--- config.mk ---
export PLATFORM = sky130hd
export DESIGN_NAME = fetch_decode_latch
export DESIGN_NICKNAME = d
export VERILOG_FILES = /design/src/rtl/fetch_decode_latch.sv
export SDC_FILE = /design/constraint.sdc
export NUM_CORES = 1
export LEC_CHECK = 0
export ABC_AREA = 1
export CORE_MARGIN = 2
export CORE_UTILIZATION = 40
export DETAILED_ROUTE_END_ITERATION = 8
export HOLD_SLACK_MARGIN = 0.08
export PLACE_DENSITY = 0.66
export SETUP_SLACK_MARGIN = 0.02
export SYNTH_ARGS = -nofsm -noshare
export SYNTH_HDL_FRONTEND = slang
export SYNTH_SLANG_ARGS = --single-unit
--- constraint.sdc ---
create_clock -name clk -period 1.61 [get_ports clk]
set_input_delay 0.2415 -clock clk [delete_from_list [all_inputs] [get_ports clk]]
set_output_delay 0.2415 -clock clk [all_outputs]
set_load 0.01 [all_outputs]
--- src/rtl/fetch_decode_latch.sv ---
// Fetch-to-decode boundary: tracks the single outstanding instruction fetch, buffers a completed
// fetch while decode stalls, drains responses orphaned by a flush and holds the decode entry.
package fetch_decode_latch_pkg;
  typedef struct packed {
    logic        data_ok;
    logic [31:0] data;
  } ibus_resp_t;
endpackage

module fetch_decode_latch
  import fetch_decode_latch_pkg::*;
#(
  parameter logic [31:0] NOP_INSTR = 32'h0000_0000,
  parameter logic [31:0] RESET_PCD = 32'h0000_0000
) (
  input  logic        clk,
  input  logic        resetn,
  input  logic        flush,
  input  logic        stallD,
  input  logic        reqF,
  input  logic [31:0] pcF,
  input  logic        inslotF,
  input  logic        AddrErrorF,
  input  logic [31:0] BadVaddrF,
  input  ibus_resp_t  iresp,
  output logic        stallF,
  output logic        validD,
  output logic [31:0] pcD,
  output logic [31:0] instrD,
  output logic        inslotD,
  output logic        AddrErrorD,
  output logic [31:0] BadVaddrD
);

  typedef enum logic [1:0] {StIdle, StWait, StBuf, StDrop} state_e;

  state_e      state_q, state_d;
  logic        accept;
  logic [31:0] pend_pc_q;
  logic        pend_inslot_q;
  logic        pend_load;

  logic [31:0] buf_pc_q, buf_instr_q, buf_badva_q;
  logic        buf_inslot_q, buf_aerr_q;
  logic        buf_load;

  // Entry completing this cycle (or replayed from the buffer)
  logic        rdy_valid;
  logic [31:0] rdy_pc, rdy_instr, rdy_badva;
  logic        rdy_inslot, rdy_aerr;

  assign accept = ~stallD & ~flush;
  assign stallF = (state_q != StIdle);

  always_comb begin
    state_d    = state_q;
    pend_load  = 1'b0;
    buf_load   = 1'b0;
    rdy_valid  = 1'b0;
    rdy_pc     = pend_pc_q;
    rdy_instr  = NOP_INSTR;
    rdy_inslot = pend_inslot_q;
    rdy_aerr   = 1'b0;
    rdy_badva  = '0;
    unique case (state_q)
      StIdle: begin
        if (reqF) begin
          if (!AddrErrorF) begin
            // The bus request is already out, so a flush must still drain its response.
            if (flush) begin
              state_d = StDrop;
            end else begin
              state_d   = StWait;
              pend_load = 1'b1;
            end
          end else if (!flush) begin
            rdy_valid  = 1'b1;
            rdy_pc     = pcF;
            rdy_inslot = inslotF;
            rdy_aerr   = 1'b1;
            rdy_badva  = BadVaddrF;
            if (!accept) begin
              buf_load = 1'b1;
              state_d  = StBuf;
            end
          end
        end
      end
      StWait: begin
        if (iresp.data_ok) begin
          state_d = StIdle;
          if (!flush) begin
            rdy_valid = 1'b1;
            rdy_instr = iresp.data;
            if (!accept) begin
              buf_load = 1'b1;
              state_d  = StBuf;
            end
          end
        end else if (flush) begin
          state_d = StDrop;
        end
      end
      StBuf: begin
        rdy_valid  = 1'b1;
        rdy_pc     = buf_pc_q;
        rdy_instr  = buf_instr_q;
        rdy_inslot = buf_inslot_q;
        rdy_aerr   = buf_aerr_q;
        rdy_badva  = buf_badva_q;
        if (accept || flush) begin
          state_d = StIdle;
        end
      end
      StDrop: begin
        if (iresp.data_ok) begin
          state_d = StIdle;
        end
      end
      default: state_d = StIdle;
    endcase
  end

  always_ff @(posedge clk) begin
    if (!resetn) begin
      state_q       <= StIdle;
      pend_pc_q     <= '0;
      pend_inslot_q <= 1'b0;
      buf_pc_q      <= '0;
      buf_instr_q   <= '0;
      buf_inslot_q  <= 1'b0;
      buf_aerr_q    <= 1'b0;
      buf_badva_q   <= '0;
    end else begin
      state_q <= state_d;
      if (pend_load) begin
        pend_pc_q     <= pcF;
        pend_inslot_q <= inslotF;
      end
      if (buf_load) begin
        buf_pc_q     <= rdy_pc;
        buf_instr_q  <= rdy_instr;
        buf_inslot_q <= rdy_inslot;
        buf_aerr_q   <= rdy_aerr;
        buf_badva_q  <= rdy_badva;
      end
    end
  end

  always_ff @(posedge clk) begin
    if (!resetn) begin
      validD     <= 1'b0;
      pcD        <= RESET_PCD;
      instrD     <= NOP_INSTR;
      inslotD    <= 1'b0;
      AddrErrorD <= 1'b0;
      BadVaddrD  <= '0;
    end else if (flush) begin
      validD <= 1'b0;
    end else if (!stallD) begin
      validD <= rdy_valid;
      if (rdy_valid) begin
        pcD        <= rdy_pc;
        instrD     <= rdy_instr;
        inslotD    <= rdy_inslot;
        AddrErrorD <= rdy_aerr;
        BadVaddrD  <= rdy_badva;
      end
    end
  end

endmodule

Yosys cells after proc, flatten, opt, wreduce, memory -nomap -nowiden --
Cells that the tools add are included.
Storage, ports and cells: bits in registers 232, output and inout port bits 100, logic and storage cells 75
Operators by class: equal/unequal tests 9, muxes and demuxes 42, bitwise operators 4, reduce and logical (&&, ||, !) cells 6
Operators by type and width (count):
- 2-to-1 mux 32 bit | 8
- case mux 32 bit (2 select lines) | 3
- 2-to-1 mux 2 bit | 11
- 2-to-1 mux 1 bit | 15
- inequality test 3 bit, second input constant | 3
- case mux 2 bit (4 select lines) | 1
- inequality test 2 bit, second input constant | 3
- case mux 1 bit (2 select lines) | 3
- AND reduction 6 bit | 1
- equality test 2 bit, second input constant | 2
- inverter 1 bit | 3
- case mux 1 bit (3 select lines) | 1
- AND reduction 3 bit | 1
- equality test 2 x 1 -> 1 bit, second input constant | 1
- zero test 2 bit | 1
- nonzero test 2 bit | 1
- OR reduction 2 bit | 1
- AND 1 bit | 1
- logical OR 1 bit | 1

Depth between registers and ports, before layout --
Gate-level depths: netlist (run 1).
depth in word-level cells 7, mapped depth 13, depth with buffers taken out 11

Least setup slack after synthesis (run 1) --
OpenSTA, ideal clock, no wires.
path type reg-to-reg, from register state_q[0], to register pcD[21], setup time 64 ps, data arrival time 1650 ps, data required time 1546 ps, setup slack -104 ps, stages on the path, launching flop included 13, period minus slack after synthesis 1714 ps, cells stage by stage dfxtp_1 > inv_1 > ha_1 > buf_4 > nand2_1 > inv_1 > nand2_1 > nand3_1 > nand3_2 > buf_4 > buf_2 > nor2_1 > nor2_1
On the way: word-level cells in the longest chain between the ends 3
RTL lines:
- start, declared | line 37 | state_e state_q, state_d;
- start signal, assigned | line 126 | state_q <= StIdle;
- start signal, assigned | line 135 | state_q <= state_d;
- equality test 2 bit, or another cell as far along | line 65 | unique case (state_q)
- case mux 1 bit (3 select lines) | line 65
- AND reduction 3 bit (no source line)
- end signal, assigned | line 163 | pcD <= rdy_pc;
- end, declared | line 28 | output logic [31:0] pcD,
Parallel ways exist; a longest one is shown, timed or not. A chain may end at the register's enable or synchronous reset.

Final worst setup path (run 1) --
from register state_q[0], to register buf_pc_q[15]
On the way: word-level cells in the longest chain between the ends 2
RTL lines:
- equality test 2 bit, or another cell as far along | line 65
- case mux 32 bit (2 select lines) / case mux 1 bit (2 select lines) (equally long branches) | line 65
- end signal, assigned | line 141 | buf_pc_q <= rdy_pc;
- end, declared | line 43 | logic [31:0] buf_pc_q, buf_instr_q, buf_badva_q;
Parallel ways exist; a longest one is shown, timed or not.

==> impl.org, run 1 <==
** Detailed routing
- The count of nets left with antenna violations once routing finished came out at 0.
- Across all layers, the routed design uses approximately 12000 vias.
- Total length of routed wires :: roughly 38000 um
- DRC :: 0
- Post-detailed-route wirelength per cell :: between 15 and 20 um
- For this block, the initial DRC count from the detailed router was just over 1000.
- In the routed layout, each cell is associated on average with a via count of roughly 5.2.
- Before antenna repair, the detailed router went through 5 iterations.

** Layout
- Final #Nets :: 2022
- Relative to the synthesized area, the layout overhead comes to 60.0%.
- Leaving out fill and tap cells, the most frequent cell in the layout is nand2_1.
- Fraction of layout instances using a drive strength above 1 :: 26.1%
- The number of antenna diodes in the final layout is 0.
- Number of non-filler instances in the completed layout :: between 2000 and 2500
- Commonest cells after routing, fill and taps aside :: nand2_1 (346), nor2_1 (288), dfxtp_1 (230)

** Placement
- After legalization and detailed placement, the total HPWL measured between 15000 and 20000 um.
- Placed cell count :: 2163
- Count of port buffers added during placement :: between 200 and 250
- Gp weighted congestion :: approximately 0.79

** Critical path
- Startpoint-to-endpoint class of the critical path :: flip-flop to flip-flop
- STA puts the critical path data required time at 2.03 ns.
- Reg2reg setup slack :: -0.14 ns
- Setup crit end kind :: flip-flop
- The slowest stage of the critical path is the dfxtp_4 cell.
- Largest delay contributor family on the critical path :: buffers and inverters
- Capturing point of the worst reg2reg path :: buf_pc_q[15]$_SDFFE_PN0P_
- Data arrival, critical path :: approximately 2.2 ns
- The worst register-to-register path begins at state_q[0]$_SDFFE_PN0P_.
- Of all nets on the critical path, the largest fanout is 8.
- Delay of the slowest cell on the worst path :: 0.37 ns
- The worst setup path is launched from a flip-flop.
- Library cell appearing most often on the critical path :: nand2_4
- Tracing the worst setup path back leads to its startpoint at state_q[0]$_SDFFE_PN0P_.
- Total buffers and inverters traversed by the critical path :: 6
- The critical path goes through inv_4, ha_4, nand2_4, inv_4, nand2_4, nand2_4, nand2_8, buf_6, clkinv_8, buf_8, buf_12, o21ai_2, nor2_1.
- The number of cells on the worst reg-to-reg path is 13.

** Flow run
- Max-cap violations in this run came to 0.

** STA
- Setup violations remaining at the end of the flow were counted as between 150 and 200.
- After layout, the worst path uses 109% of the clock period.
- Highest attainable clock frequency :: ~570 MHz
- Slew at the pin closest to its max-slew limit :: ~0.47 ns
- Setup repair after global routing could not meet its margin everywhere.
- For the final database, setup skew stands at between 0.01 and 0.015 ns.
- Worst slew margin relative to its limit :: between 60% and 70%
- The count of endpoints failing hold in the final timing report came to 0.
- The number of pins exceeding their max-slew limit in the final report is 0.
- Minimum setup slack in the final design :: -0.140 ns
- Final worst path period need :: roughly 1.7 ns

** Global routing
- Global routing used 24.1% of the available tracks across all layers.
- Maximum number of pins on one net before global-route repair :: 67
- First-pass GRT wire length :: roughly 56000 um
- Antenna violations before repair :: 0
- Total gr overflow :: 0
- The number of global-route vias before repair came to 10888.

** Power
- Power Total :: 0.0189 W
- LEAKAGE :: about 8.3 nW
- Worst IR Drop VDD :: around 860 uV
- Pwr Density :: 1090 nW/um^2

** Hold path
- Worst Hold End :: pend_pc_q[9]$_SDFFE_PN0P_
- Launch point of the worst hold path :: pcF[9]
- Hold depth :: 3
- The tightest min-delay check is of the primary input to flip-flop type.

** Clock network
- Number of buffers between clock root and the deepest sink :: 3
- Clock tree synthesis inserted a total of 27 buffers.
- Clock-pin transition on the worst setup and hold timing paths :: ~0.06 ns
- TritonCTS clock tree :: built
- The tree is rooted in a clkbuf_16.
- Depth of the CTS H-tree :: 1
- At the later pin of the worst-skew pair, clock insertion delay measures between 0.5 and 0.6 ns.
- # clock sinks :: between 200 and 250

** Logic synthesis
- Counting distinct cell types in the post-synthesis netlist gives 23.
- During synthesis, Yosys emitted a total of 0 warnings.
- In the post-synthesis netlist, the biggest area contributors are dfxtp_1 (43%), nand2_1 (16%), nor2_1 (12%).
- Post-synth top area share :: between 40 and 50%
- Synthesized netlist net count :: around 1800
- Summing the sequential cell areas from Yosys gives a little over two fifths of the chip area.
- Mean instance size in the synthesized netlist :: 6.50 um^2
- Post-Synthesis Cell Area :: between 10000 and 15000 um^2
- Area leader, netlist :: dfxtp_1
- Synthesis-stage register bit count :: ~230
- Cells after synthesis :: around 1700

** Floorplanning
- IO Count :: approximately 200
- Measured along the y axis, the die boundary spans 169 um.
- Die Span X :: ~170 um
- The core region is about 27000 um^2.
- Starting Density :: 40.6%
- Die ar. :: ~29000 um^2
- Site row count :: 60

** Status
- The flow ran to the end, but the final reports show violations.
- The final reports fail on negative setup slack.
layer usage:
metal  share of wire, %  track usage (%)  wire [um]  vias to the layer above
met5                  0                0          0                        -
met4                2.0             6.41        767                        0
li1                   -                -          -                     5717
met2                 49             40.3      18600                      455
met1                 42             32.8      15800                     5505
met3                6.9             3.13       2610                       72
repair_timing:
item,in CTS,in global routing
buffers inserted,36,4
hold endpoints to repair,20,0
endpoints found under the setup margin,297,232
pin swaps,150,136
cloned,29,10
gates resized for setup,404,287
hold buffers,1,0
report_power, final:
part,internal [W],total [W],switching [W]
registers,0.00623,0.00654,0.000309
logic,0.00273,0.00618,0.00344
clock network,0.00374,0.00616,0.00242
total,0.0127,0.0189,0.00618
Yosys cell counts, drive strengths merged:
cell and n:
nand2 474, nor2 348, dfxtp 232, inv 153
o21ai 100, a21oi 91, buf 66, clkbuf 54
nand3 48, a22oi 33, nand3b 33, nand4 32
ha 5, a21boi 1, o2bb2ai 1
cells by family (layout without fill, tap and decap cells):
kind of cell | Yosys count | in the layout | share of synthesized area, %
and+or+nand+nor | 935 | 935 | 34.9
buffers and inverters | 273 | 534 | 10.6
DFF | 232 | 232 | 42.7
AOI/OAI and AO/OA | 226 | 226 | 11.2
adders and majority gates | 5 | 5 | 0.576
registers in the layout, summed over array words and instances, names as in the netlist, 2 cells and up:
| signal | count |
|---|---|
| BadVaddrD | 32 |
| state_q | 2 |
| buf_instr_q | 32 |
| instrD | 32 |
| buf_badva_q | 32 |
| pcD | 32 |
| buf_pc_q | 32 |
| pend_pc_q | 32 |
area by class of cell:
class / count / area, um^2
clock buffer: 40 / 764
clock inverter: 8 / 115
fill: 2188 / 9420
inverter: 153 / 597
multi-input combinational: 1166 / 6700
sequential: 232 / 4650
tap: 341 / 427
timing repair buffer: 332 / 4100
timing repair inverter: 1 / 30.0
per-stage QoR:
step	util, %	setup slack (ns)	TNS (ns)	hold WS, ns	cell area, um^2
global route	64.9	-0.202	-22.65	0.384	17400
detailed placement	50.8	-0.333	-55.80	0.454	13600
finish	64.9	-0.140	-8.16	0.350	17400
CTS	61.4	-0.0727	-3.94	0.350	16500
global placement	50.8	-0.277	-46.52	0.449	13600
floorplan	-	0.0251	0	0.386	10900
how the worst max path moves through the flow:
stage                                        endpoint  slack, ns  depth (start not counted)
after floorplan               instrD[11]$_SDFFE_PN0P_       0.03                         12
after global placement        instrD[22]$_SDFFE_PN0P_      -0.28                         11
after detailed placement  buf_instr_q[8]$_SDFFE_PN0P_      -0.33                          9
after CTS                   buf_pc_q[17]$_SDFFE_PN0P_      -0.07                         13
after global routing         buf_pc_q[1]$_SDFFE_PN0P_      -0.20                         11
final                       buf_pc_q[15]$_SDFFE_PN0P_      -0.14                         13
worst register-to-register path, stage by stage (launching register included):
cell and delay (ns):
dfxtp_4 0.37, inv_4 0.05, ha_4 0.17, nand2_4 0.08, inv_4 0.04, nand2_4 0.08, nand2_4 0.07, nand2_8 0.10
buf_6 0.12, clkinv_8 0.07, buf_8 0.14, buf_12 0.15, o21ai_2 0.13, nor2_1 0.07
(Power assumes the default switching activity.)
==> run 2: changes to the inputs <==
==> constraint.sdc (replaced) <==
create_clock -name clk -period 1.61 [get_ports clk]
set_input_delay 0.161 -clock clk [delete_from_list [all_inputs] [get_ports clk]]
set_output_delay 0.161 -clock clk [all_outputs]
set_load 0.01 [all_outputs]
==> impl.org, run 2 (synthesis results as in run 1) <==
** Status
- Result of the run :: finished with violations
- Failing checks :: negative setup slack

** Clock network
- The maximum level of the CTS H-tree came to 1 (unchanged).
- The clock latency on the worst-skew pair is 0.54 ns (about the same).
- The root buffer cell chosen for the clock tree is clkbuf_16.
- TritonCTS clock tree :: built
- The number of clock buffers inserted by TritonCTS is 26 (-3.7%).
- Clock-pin transition on the worst setup and hold timing paths :: 0.06 ns (about the same)
- Number of buffers between clock root and the deepest sink :: 3 (unchanged)
- The number of clock sinks seen by CTS came to 232 (unchanged).

** Layout
- The final cell area excluding filler cells is 16000 um^2 (-7.9%).
- Area occupied by multi-input gates :: 5800 um^2 (-13%)
- Commonest cells after routing, fill and taps aside :: nand2_1 (408), nor2_1 (281), dfxtp_1 (230)
- The antenna diode count was 0 (unchanged).
- Leading cell type in the layout, fill and taps excluded :: nand2_1
- The sequential cell area in the final layout came to 4650 um^2 (unchanged).
- Fraction of layout instances using a drive strength above 1 :: 17.9% (-8.3 points)
- Count of fill cells added during filler insertion :: 2439 (+11%)
- Final #Nets :: 1998 (-1.2%)
- The area growth from synthesis to layout is 47.2%.

** Floorplanning
- The initial standard-cell utilization of the core is 40.6% (unchanged).
- The area of the die came to 28500 um^2 (unchanged).
- IO Count :: 204 (unchanged)
- The floorplan row count came to 60 (unchanged).
- Die Span X :: 169 um (unchanged)
- The die height was 169 um (unchanged).
- Core Area :: 26800 um^2 (unchanged)

** Placement
- The last weighted congestion value of the routability-driven placer came to 0.780 (-1.1%).
- The detailed placement HPWL came to 18700 um (-3.9%).
- Post-DP Area :: 13500 um^2 (-1.0%)
- Count of port buffers added during placement :: 203 (unchanged)
- Worst setup timing slack at the placement stage :: -0.256 ns (+0.0766 ns)

** STA
- Minimum setup slack in the final design :: -0.0747 ns (+0.0650 ns)
- Ratio of final minimum period to clock period :: 105% (-4.0 points)
- Setup TNS :: -2.61 ns (+5.55 ns)
- The timing-limited maximum frequency came to 594 MHz (+3.9%).
- The worst-case clock skew came to 0.0121 ns (-0.00146 ns).
- Hold Violations, Final :: 0 (unchanged)
- The post-layout minimum cycle time was 1.68 ns (-0.0650 ns).
- The actual transition at the worst max-transition pin was 0.426 ns (-0.0433 ns).
- Max Transition Viols Final :: 0 (unchanged)
- The worst hold slack across all endpoints came to 0.249 ns (-0.101 ns).
- Unrepaired setup endpoints after global routing :: true
- The relative slew slack is 71.6% (+3.0 points).
- The number of endpoints failing setup at the final stage was 84 (-50%).

** Power
- The overall power is 0.0183 W (-3.2%).
- Worst IR Drop VDD :: 847 uV (-1.9%)
- The static leakage power was 7.20 nW (-13%).
- Pwr Density :: 1140 nW/um^2 (+5.2%)

** Detailed routing
- The total DRC errors in the routed layout was 0 (unchanged).
- The number of DRC markers in iteration 0 came to 896 (-11%).
- The via count came to 11449 (-2.6%).
- The routed via count divided by cell count came to 5.09 (-1.5%).
- Antenna Nets Post-Route :: 0 (unchanged)
- The average wire per standard cell is 16.2 um (-2.2%).
- Total length of routed wires :: 36500 um (-3.2%)
- The number of iterations in the first detailed-routing pass was 5 (unchanged).

** Critical path
- STA classifies the critical path startpoint as a flip-flop.
- STA classifies the critical path endpoint as a flip-flop.
- Required arrival time at the worst endpoint :: 2.05 ns (+0.02 ns)
- The depth of the most critical reg-to-reg path came to 12 (-1).
- The maximum fanout count along the critical path is 8 (unchanged).
- The minimum setup slack among reg-to-reg paths came to -0.07 ns (+0.07 ns).
- The critical path is of the flip-flop to flip-flop type.
- Data arrival, critical path :: 2.12 ns (-0.05 ns)

** Global routing
- The global-route total usage across every layer is 21.6% (-2.5 points).
- The total congestion overflow was 0 (unchanged).
- The first-pass GRT wire length was 51300 um (-8.5%).
- Vias in the first global route :: 10118 (-7.1%)
- Maximum number of pins on one net before global-route repair :: 67 (unchanged)
- The number of antenna violations at the first check in global routing is 0 (unchanged).

** Hold path
- The number of instances on the worst hold path is 3 (unchanged).
- Tightest Hold Check Type :: primary input to flip-flop

** Flow run
- The max-capacitance violation count came to 0 (unchanged).
[run 2: worst paths after layout]
| kind | start | end |
|---|---|---|
| min reg2reg | buf_instr_q[14]$_SDFFE_PN0P_ | buf_instr_q[14]$_SDFFE_PN0P_ |
| max reg2reg | state_q[0]$_SDFFE_PN0P_ | AddrErrorD$_SDFFE_PN0P_ |
| min | pcF[14] | pend_pc_q[14]$_SDFFE_PN0P_ |
| max | state_q[0]$_SDFFE_PN0P_ | AddrErrorD$_SDFFE_PN0P_ |
[run 2: repair_timing]
| item | CTS | global route |
|---|---|---|
| pin swaps | 8 | 40 |
| setup endpoints to repair | 237 | 247 |
| hold endpoints to repair | 35 | 0 |
| hold buffers | 2 | 0 |
| gates cloned | 4 | 29 |
| resized for setup | 97 | 245 |
| setup buffers | 9 | 8 |
[run 2: critical path: stages (launching register included)]
cell,delay [ns]
dfxtp_4,0.39
inv_4,0.05
ha_4,0.17
nand2_4,0.08
inv_4,0.04
nand2_4,0.07
nand3_4,0.09
nand3_4,0.18
buf_6,0.17
clkbuf_16,0.19
nand2_1,0.06
inv_1,0.05
nor2_1,0.03
[run 2: area by class of cell]
cell class,instances,area share [%]
Clock buffer,39,4.82
Clock inverter,8,0.719
Inverter,153,3.75
Multi-Input combinational cell,1167,36.2
Sequential cell,232,29.1
Tap cell,341,2.67
Timing Repair Buffer,309,22.8
[run 2: per-stage QoR]
stage          cells  utilization [%]
2_1_floorplan   1671                -
3_3_place_gp    2156             50.3
3_5_place_dp    2156             50.3
4_1_cts         2218             55.1
5_1_grt         2249             59.7
6_report        2249             59.7
[run 2: power by group]
part	internal (W)	switching (W)	leakage (nW)
registers	0.00623	0.000281	1.88
clock network	0.00377	0.00244	0.439
logic	0.00241	0.00316	4.88
[run 2: routing by layer]
metal	wire length [um]	GRT usage (%)	up-vias	share of wire, %
li1	-	-	5674	-
met1	16400	30.0	5326	45
met2	17000	35.4	389	47
met3	2250	2.74	60	6.2
met4	757	5.96	0	2.1
met5	0	0	-	0
==> run 3: changes to the inputs <==
CELL_PAD_IN_SITES_DETAIL_PLACEMENT = 1   (was default)
CELL_PAD_IN_SITES_GLOBAL_PLACEMENT = 1   (was default)
CORE_UTILIZATION = 33   (was 40)
PLACE_DENSITY = default   (was 0.66)
PLACE_DENSITY_LB_ADDON = 0.1   (was default)
==> impl.org, run 3 (synthesis results as in run 1) <==
** Critical path
- Reg2reg setup slack :: -0.10 ns (-0.03 ns)
- The worst setup path is captured at a flip-flop.
- The setup path with the least slack is of type flip-flop to flip-flop.
- The required time of the critical path is 2.05 ns (about the same).
- The signal arrival time at the worst endpoint came to 2.16 ns (+0.04 ns).
- CP startpoint kind :: flip-flop
- Max Fanout on Critical Path :: 7 (-1)

** STA
- The setup TNS is -4.28 ns (-1.67 ns).
- Setup repair after global routing could not meet its margin everywhere.
- The post-layout minimum cycle time came to 1.71 ns (+0.0288 ns).
- The relative slew slack was 69.7% (-1.9 points).
- Clk_skew :: 0.0112 ns (-0.000831 ns)
- Highest attainable clock frequency :: 584 MHz (-1.7%)
- Final setup vio count :: 154 (+83%)
- The count of endpoints failing hold in the final timing report was 0 (unchanged).
- Minimum setup slack in the final design :: -0.103 ns (-0.0288 ns)
- The final cycle utilization of the critical path was 106% (+1.8 points).
- The worst hold slack across all endpoints was 0.255 ns (+0.00594 ns).
- The number of pins exceeding their max-slew limit in the final report was 0 (unchanged).
- The actual transition at the worst max-transition pin came to 0.455 ns (+0.0289 ns).

** Layout
- Fraction of layout instances using a drive strength above 1 :: 20.6% (+2.7 points)
- The final cell area excluding filler cells came to 16500 um^2 (+2.8%).
- The count of nets after finishing is 2013 (+0.75%).
- Commonest cells after routing, fill and taps aside :: nand2_1 (395), nor2_1 (295), dfxtp_1 (230)
- The library cell used most frequently in the layout, excluding fill and tap cells, is nand2_1.
- The area growth from synthesis to layout is 51.4%.
- The post-layout utilization of the core is 50.7% (-9.0 points).

** Floorplanning
- The floorplan row count is 66 (+10%).
- IO Count :: 204 (unchanged)
- The horizontal die dimension is 185 um (+9.9%).
- Die ar. :: 34400 um^2 (+21%)
- The die height was 185 um (+9.9%).
- The core area is 32500 um^2 (+21%).
- Starting Density :: 33.5% (-7.1 points)

** Clock network
- The largest buffer count on any clock path was 3 (unchanged).
- The number of clock buffers inserted by TritonCTS is 30 (+15%).
- TritonCTS clock tree :: built
- The maximum level of the CTS H-tree is 1 (unchanged).
- Clock Tree Root :: clkbuf_16
- The number of clock sinks seen by CTS was 232 (unchanged).
- Clock-pin transition on the worst setup and hold timing paths :: 0.06 ns (about the same)
- Clock latency on the worst-skew pair :: 0.55 ns (about the same)

** Global routing
- Maximum number of pins on one net before global-route repair :: 56 (-16%)
- Vias in the first global route :: 11778 (+16%)
- The first-pass GRT wire length is 62500 um (+22%).
- Total gr overflow :: 0 (unchanged)
- Total routing resource utilization after global routing :: 22.8% (+1.2 points)
- Antenna violations before repair :: 0 (unchanged)

** Detailed routing
- The routed via count divided by cell count came to 4.88 (-4.2%).
- The via count was 11561 (+0.98%).
- The number of iterations in the first detailed-routing pass is 5 (unchanged).
- Antenna Nets Post-Route :: 0 (unchanged)
- The total length of routed wires is 40600 um (+11%).
- Initial drt markers :: 474 (-47%)
- DRC :: 0 (unchanged)
- The average wire per standard cell was 17.1 um (+5.6%).

** Status
- Result of the run :: finished with violations
- Failing checks :: negative setup slack

** Power
- The overall power is 0.0195 W (+6.7%).
- The maximum ir drop on the vdd rail came to 831 uV (-1.9%).
- LEAKAGE :: 7.74 nW (+7.5%)
- The power density normalized to cell area came to 1190 nW/um^2 (+3.8%).

** Flow run
- The max-capacitance violation count came to 0 (unchanged).

** Placement
- Detailed placement HPWL :: 23600 um (+26%)
- Post-DP Area :: 13800 um^2 (+2.5%)
- Count of port buffers added during placement :: 203 (unchanged)
- Gp weighted congestion :: 0.734 (-5.9%)

** Hold path
- Tightest Hold Check Type :: primary input to flip-flop
## run 3: final cells by class
cell class	instances	area [um^2]
multi-input cells	1166	5980
diodes	1	2.50
repair buffers	321	3610
clock buffers	44	925
clock inverters	11	136
well taps	442	553
inverters	153	597
flip-flops and latches	232	4650
fillers	4029	16000
## run 3: metal layers
layer,global-route usage [%],up-vias,routed length [um]
li1,-,5690,-
met3,2.76,43,1580
met1,28.4,5635,18200
met4,5.21,0,570
met5,0,-,0
met2,41.8,193,20300
## run 3: final timing paths
check | end | from | depth (start not counted)
max | pcD[18]$_SDFFE_PN0P_ | state_q[0]$_SDFFE_PN0P_ | 11
min | pend_pc_q[7]$_SDFFE_PN0P_ | pcF[7] | 3
max reg2reg | pcD[18]$_SDFFE_PN0P_ | state_q[0]$_SDFFE_PN0P_ | 11
min reg2reg | buf_instr_q[6]$_SDFFE_PN0P_ | buf_instr_q[6]$_SDFFE_PN0P_ | 2
## run 3: timing repair
item                                   4_1_cts  5_1_grt
cloned                                      11        8
pin swaps                                   28       68
buffers inserted                            20        8
setup endpoints to repair                  299      216
hold buffers                                 1        0
endpoints found under the hold margin       38        0
gates resized for setup                    210      221
## run 3: power by group
group	leakage (nW)	switching, W	internal (W)
combinational	5.33	0.00333	0.00253
sequential	1.88	0.000285	0.00623
clock	0.533	0.00269	0.00443
## run 3: per-stage QoR
| stage | setup slack [ns] | std cells |
|---|---|---|
| after CTS | -0.0706 | 2357 |
| after global routing | -0.167 | 2369 |
| final | -0.103 | 2370 |
| after floorplan | 0.0251 | 1671 |
| after detailed placement | -0.223 | 2270 |
| after global placement | -0.186 | 2270 |
## run 3: worst max-delay path, cell delays in order (launching register included)
cell and delay, ns:
dfxtp_4 0.36, inv_4 0.07, buf_6 0.10, ha_4 0.18, buf_12 0.13, nor2_4 0.05, buf_6 0.13, buf_12 0.13
a22oi_2 0.15, nand2_2 0.10, nor2_2 0.14, nor2_1 0.06
